===== config.mk =====
export PLATFORM = sky130hd
export DESIGN_NAME = mer_meas_ctrl
export DESIGN_NICKNAME = d
export VERILOG_FILES = /design/src/rtl/mer_meas_ctrl.sv
export SDC_FILE = /design/constraint.sdc
export NUM_CORES = 1
export LEC_CHECK = 0
export BUFFER_PORTS_ARGS = -buffer_cell sky130_fd_sc_hd__buf_2
export CAP_MARGIN = 20
export CORE_MARGIN = 4
export CORE_UTILIZATION = 50
export CTS_BUF_LIST = sky130_fd_sc_hd__clkbuf_16
export CTS_CLUSTER_SIZE = 24
export DETAILED_ROUTE_END_ITERATION = 6
export GPL_ROUTABILITY_DRIVEN = 0
export PLACE_DENSITY = 0.74
export SYNTH_ARGS = -nofsm -noshare
export SYNTH_HDL_FRONTEND = slang
export SYNTH_SLANG_ARGS = --single-unit

===== constraint.sdc =====
create_clock -name sys_clk -period 9.5 [get_ports sys_clk]
set_clock_uncertainty 0.2 [all_clocks]
set_input_delay 2.375 -clock sys_clk [delete_from_list [all_inputs] [get_ports sys_clk]]
set_output_delay 2.375 -clock sys_clk [all_outputs]
set_load 0.05 [all_outputs]

===== src/rtl/mer_meas_ctrl.sv =====
// MER / symbol-error measurement sequencer for one slicer rail: settle, align to an
// LFSR period boundary, accumulate over N periods, then present frozen results.
module mer_meas_ctrl #(
  parameter int PER_W = 8,
  parameter int SET_W = 4,
  parameter int ESQ_W = 56,
  parameter int CNT_W = 32
) (
  input  logic                   sys_clk,
  input  logic                   reset,
  input  logic                   sym_clk_en,
  input  logic                   cycle,
  input  logic                   start,
  input  logic                   abort,
  input  logic [PER_W-1:0]       num_periods,
  input  logic [SET_W-1:0]       settle_periods,
  input  logic [ESQ_W-1:0]       err_square,
  input  logic                   sym_err,
  output logic                   busy,
  output logic                   done,
  output logic [ESQ_W+PER_W-1:0] esq_sum,
  output logic [CNT_W-1:0]       sym_count,
  output logic [CNT_W-1:0]       sym_err_count,
  output logic [2:0]             state
);

  typedef enum logic [2:0] {
    S_IDLE   = 3'd0,
    S_SETTLE = 3'd1,
    S_ARM    = 3'd2,
    S_MEAS   = 3'd3,
    S_DONE   = 3'd4
  } state_t;

  state_t             st;
  logic [SET_W-1:0]   settle_cnt;
  logic [PER_W-1:0]   per_cnt;
  logic               bnd;

  assign bnd   = cycle & sym_clk_en;
  assign state = st;

  always_ff @(posedge sys_clk or negedge reset) begin
    if (!reset) begin
      st            <= S_IDLE;
      busy          <= 1'b0;
      done          <= 1'b0;
      esq_sum       <= '0;
      sym_count     <= '0;
      sym_err_count <= '0;
      settle_cnt    <= '0;
      per_cnt       <= '0;
    end else begin
      done <= 1'b0;
      case (st)
        S_IDLE: begin
          if (start && !abort) begin
            esq_sum       <= '0;
            sym_count     <= '0;
            sym_err_count <= '0;
            settle_cnt    <= settle_periods;
            per_cnt       <= (num_periods == '0) ? PER_W'(1) : num_periods;
            busy          <= 1'b1;
            st            <= (settle_periods == '0) ? S_ARM : S_SETTLE;
          end
        end

        S_SETTLE: begin
          if (abort) begin
            st   <= S_IDLE;
            busy <= 1'b0;
          end else if (bnd) begin
            settle_cnt <= settle_cnt - SET_W'(1);
            if (settle_cnt == SET_W'(1)) st <= S_ARM;
          end
        end

        // The aligning boundary only marks the start of the window; its data is discarded.
        S_ARM: begin
          if (abort) begin
            st   <= S_IDLE;
            busy <= 1'b0;
          end else if (bnd) begin
            st <= S_MEAS;
          end
        end

        S_MEAS: begin
          if (abort) begin
            st   <= S_IDLE;
            busy <= 1'b0;
          end else begin
            if (sym_clk_en) begin
              if (sym_count != '1) sym_count <= sym_count + CNT_W'(1);
              if (sym_err && (sym_err_count != '1))
                sym_err_count <= sym_err_count + CNT_W'(1);
            end
            if (bnd) begin
              esq_sum <= esq_sum + {{PER_W{1'b0}}, err_square};
              per_cnt <= per_cnt - PER_W'(1);
              if (per_cnt == PER_W'(1)) begin
                st   <= S_DONE;
                done <= 1'b1;
                busy <= 1'b0;
              end
            end
          end
        end

        S_DONE: begin
          st <= S_IDLE;
        end

        default: begin
          st   <= S_IDLE;
          busy <= 1'b0;
        end
      endcase
    end
  end

endmodule


# Word-level counts from Yosys, hierarchy flattened
# Cells that the tools add are included.
[totals] regBits=145 output_inout_bits=133
[op_classes] reduce_logical=15 n_mux=43 n_addsub=5 eq_ne=22 n_bitwise=2
[ops] operator="$mux 32" count=7
[ops] operator="$mux 64" count=3
[ops] operator="$pmux 32 s2" count=2
[ops] operator="$pmux 64 s2" count=1
[ops] operator="$add 32x1->32 const B" count=2
[ops] operator="$add 64x56->64" count=1
[ops] operator="$ne 32x32->1 const B" count=2
[ops] operator="$mux 8" count=4
[ops] operator="$mux 3" count=9
[ops] operator="$ne 2x2->1 const B" count=8
[ops] operator="$pmux 8 s2" count=1
[ops] operator="$ne 3x3->1 const B" count=5
[ops] operator="$reduce_and 5->1" count=3
[ops] operator="$mux 4" count=3
[ops] operator="$pmux 3 s4" count=1
[ops] operator="$mux 1" count=9
[ops] operator="$eq 8x1->1 const B" count=1
[ops] operator="$logic_not 8->1" count=1
[ops] operator="$pmux 4 s2" count=1
[ops] operator="$reduce_and 4->1" count=2
[ops] operator="$sub 8x1->8 const B" count=1
[ops] operator="$eq 3x2->1 const B" count=2
[ops] operator="$reduce_and 6->1" count=1
[ops] operator="$eq 4x1->1 const B" count=1
[ops] operator="other kinds (14)" count=16

# Depth between registers and ports, before layout
[depth] word_depth=6 mapped_depth=13 ltp_nobuf=13

# Least setup slack after synthesis
# Ideal clock, no wire load.
[synth_path] kind="input to register" from="input port err_square[0]" to="register esq_sum[58]" arrival_time_ps=5033 stages=13 path_slack_ps=4185 t_required_ps=9218 n_path_buf=0 setup_ps=82 cell_sequence="ha_1 -> inv_1 -> fa_1 -> nand2b_1 -> a2111o_1 -> a21oi_2 -> a311oi_2 -> o21ai_2 -> o21ai_2 -> a21oi_2 -> nor3_2 -> or4_1 -> a31oi_1"
[synth_between] elab_chain_cells=4
[synth_rtl] element="from (decl)" line="17" text="input logic [ESQ_W-1:0] err_square,"
[synth_rtl] element="$add 64x56->64" line="99" text="esq_sum <= esq_sum + {{PER_W{1'b0}}, err_square};"
[synth_rtl] element="$mux 64" line="98" text="if (bnd) begin"
[synth_rtl] element="$mux 64" line="89" text="if (abort) begin"
[synth_rtl] element="$pmux 64 s2" line="55" text="case (st)"
[synth_rtl] element="to (signal assigned)" line="99"
[synth_rtl] element="to (decl)" line="21" text="output logic [ESQ_W+PER_W-1:0] esq_sum,"
# No other way between the ends. The select of a mux whose other input is x is not followed.
# A chain may end at the register's enable or synchronous reset.

# Worst setup path after layout
# Ends and elaborated chain as after synthesis.

==> summary.txt <==
Timing
  • Min Hold Slack: 298.0 ps
  • Final slew viol count: 0
  • Share of the cycle needed by the critical path after routing: 0.5671
  • Final worst path period need: 5388 ps
  • Number of hold violations in the final report: 0
  • Achievable frequency: 185.6 MHz
  • Slew at the pin closest to its max-slew limit: 914.5 ps
  • Remaining max-slew budget at the tightest pin: 0.3885
  • Unrepaired setup endpoints after global routing: false
  • Final setup violation count: 0
  • Sum of negative setup slack: 0 ps

Power
  • Design internal power: 1.542 mW
  • Max VDD drop: 142.0 µV
  • Switching power as a share of total power: 0.4707
  • Clock network fraction of design power: 0.233
  • Seq pwr share: 0.289
  • P per Cell Area: 246.0 mW/mm²
  • Overall Power: 2.914 mW
  • Portion of total power attributed to combinational logic: 0.478
  • Leakage: 5.841 nW
  • Switching Power: 1.371 mW

Worst setup path
  • Worst-path cell with the longest stage delay: or4_1
  • CP max stage delay: 470 ps
  • CP Max Fanout: 7
  • Critical Setup Path Class: in2reg
  • Kind of cell with the highest combined delay on the critical path: compound AO/OA/AOI/OAI gates
  • Required time of the worst setup path: 9630 ps
  • Reg2Reg Setup Slack: 5750 ps
  • Buffers & Inverters on Critical Path: 2
  • Launching element type of the critical path: input port
  • Data arrival at the endpoint of the critical path: 5520 ps
  • Critical Path Sink Type: flip-flop
  • Critical Path, Cell by Cell: buf_2, ha_1, inv_1, fa_1, nand2b_1, a2111o_1, a21oi_2, a311oi_2, o21ai_2, o21ai_2, a21oi_2, nor3_2, or4_1, a31oi_1

Synth
  • Unique cell type count in the Yosys netlist: 68
  • Combined area of all synthesized cells: 0.01005 mm²
  • Sequential cell area fraction in the yosys report: 0.3611
  • Cell type with the highest aggregate area in the netlist: dfrtp_1
  • Largest cells by area after synthesis: dfrtp_1 36%, ha_1 7.7%, o21ai_0 5.1%
  • Average cell area after synthesis: 8.326 µm²
  • Ys Warns: 0
  • Most used DFF post-synth: dfrtp_1
  • Flop and latch count out of synthesis: 145
  • Number of synthesized flops with an enable pin: 0
  • Ys async rst share: 1.000
  • Gate count after technology mapping: 1207
  • Net count after synthesis: 1345
  • Post-synth top area share: 0.3611

Clock tree
  • CTS sink cnt: 145
  • Number of CTS-inserted buffers: 17
  • Clk_lat worst skew: 420 ps
  • Post-CTS setup buffer count: 0
  • TritonCTS clock tree: done
  • CTS H-Tree Depth: 4
  • Clock transition at the registers of the reported paths: 60 ps
  • Post-CTS resize count: 0
  • CTS Hold Bufs: 0
  • Cell at the root of the clock tree: clkbuf_16
  • CTS Buffer Depth: 2

Cells and area
  • Layout cell share with drive strength beyond 1: 0.1931
  • Net count reported at finish: 1518
  • Sequential cell area: 0.003628 mm²
  • Synthesis-to-layout area growth: 17.87%
  • Footprint of the multi-input gates: 0.006076 mm²
  • Number of inserted filler cells in the final layout: 1845

Die
  • Row cnt: 51
  • Area of the placeable core: 0.01959 mm²
  • Count of pins on the block boundary: 208
  • Starting Density: 0.5130
  • Die area: 0.02243 mm²
  • Die height: 149.8 µm
  • Die Span X: 149.8 µm

Drt
  • DRC violation count after routing: 0
  • Vias after detailed routing: 9680
  • Number of nets still failing antenna checks after routing: 0
  • Iteration-0 DRC Markers: 592
  • Detail-routed via count per cell: 5.831
  • Number of optimization iterations in the first detailed-route pass: 6
  • Wire length reported by the detailed router: 27.51 mm
  • Routed length per instance: 16.57 µm

GRT
  • Global router's overall resource usage: 0.2450
  • Grt total ovfl: 0
  • Antenna violations before repair: 2
  • Pin count of the biggest net entering global routing: 91
  • GRT met1 Usage: 0.3449
  • Met3 demand-to-capacity share in global routing: 0.03543
  • Number of global-route vias before repair: 9238
  • Most used routing layer in global routing: met2
  • Met2 Resource Use GR: 0.3871
  • Global-route wire length before repair: 45.26 mm

Min path
  • Hold WC Path Type: reg2reg

Place
  • Number of port buffers: 207
  • DP HPWL: 19.92 mm

Status
  • Run status: complete, no violations

Job
  • Total of max-cap violations: 0
state kept, by name, summed over array words and instances (netlist names):
register,flops
state,3
settle_cnt,4
busy,1
done,1
esq_sum,64
sym_count,32
sym_err_count,32
per_cnt,8
through the flow:
stage / instance area [µm²] / utilization / cells / setup slack (ps)
after floorplan: 10050 / - / 1207 / 4185
after global placement: 11250 / 0.5743 / 1625 / 3757
after detailed placement: 11250 / 0.5743 / 1625 / 3731
after CTS: 11840 / 0.6041 / 1657 / 4145
after global routing: 11850 / 0.6047 / 1660 / 3935
final: 11850 / 0.6047 / 1660 / 4112
cells in the final DEF (no fill, tap or decap), types with 31 or more instances in the layout:
master and instances:
a21o_1 31, a21oi_1 82, buf_2 206, dfrtp_1 145, ha_1 62, inv_1 34
nand2_1 103, nand3_1 96, nand4_1 32, nor2_1 123, nor3_1 37, o21ai_0 102
xnor2_1 49, xor2_1 50
cell families after synthesis:
family,Yosys count,share of synthesized area
compound gates,313,0.1951
fa+ha+maj,63,0.07918
buf+inv,94,0.03586
xor+xnor,99,0.08628
mux,6,0.005976
flops,145,0.3611
simple gates,487,0.2366
synthesized netlist by cell type (34+ instances only):
cell type,n
xnor2_1,49
nor3_1,38
xor2_1,50
a21oi_1,82
o21ai_0,102
clkbuf_1,49
dfrtp_1,145
nand2_1,103
nand3_1,96
inv_1,34
nor2_1,124
ha_1,62
routing by layer:
metal | vias up | part of all wire | wire length [µm]
li1 | 4718 | - | -
met1 | 4584 | 0.46 | 12760
met2 | 331 | 0.45 | 12400
met3 | 47 | 0.062 | 1700
met4 | 0 | 0.024 | 648
met5 | - | 0 | 0
power groups by stage:
stage / clock network, mW / registers [mW] / logic, mW
floorplan: 0 / 1.13 / 0.776
global placement: 0 / 0.848 / 1.36
detailed placement: 0 / 0.851 / 1.38
CTS: 0.696 / 0.841 / 1.39
global route: 0.722 / 0.862 / 1.53
finish: 0.678 / 0.842 / 1.39
worst register-to-register path, cell delays in order (launching register included):
cell	delay, ps
dfrtp_1	400
ha_1	210
inv_1	60
fa_1	390
nand2b_1	170
a2111o_1	400
a21oi_2	260
a311oi_2	200
o21ai_2	310
o21ai_2	120
a21oi_2	210
nor3_2	90
or4_1	470
a31oi_1	170
final timing paths:
kind	startpoint	to	cells past startpoint
hold / removal	busy	busy	2
setup reg to reg	esq_sum[0]	esq_sum[58]	13
setup / recovery	err_square[0]	esq_sum[58]	14
min in group asynchronous	reset	esq_sum[45]	1
max in group asynchronous	reset	esq_sum[15]	2
hold reg to reg	busy	busy	2
layout make-up:
class / instances / share of cell area
Multi-Input combinational cell: 968 / 0.5129
Clock buffer: 17 / 0.03591
Antenna cell: 2 / 0.0004225
Tap cell: 265 / 0.02799
Timing Repair Buffer: 214 / 0.09222
Inverter: 34 / 0.01077
Sequential cell: 145 / 0.3063
Clock inverter: 15 / 0.01341
No activity file was read; power rests on OpenSTA's default activity.
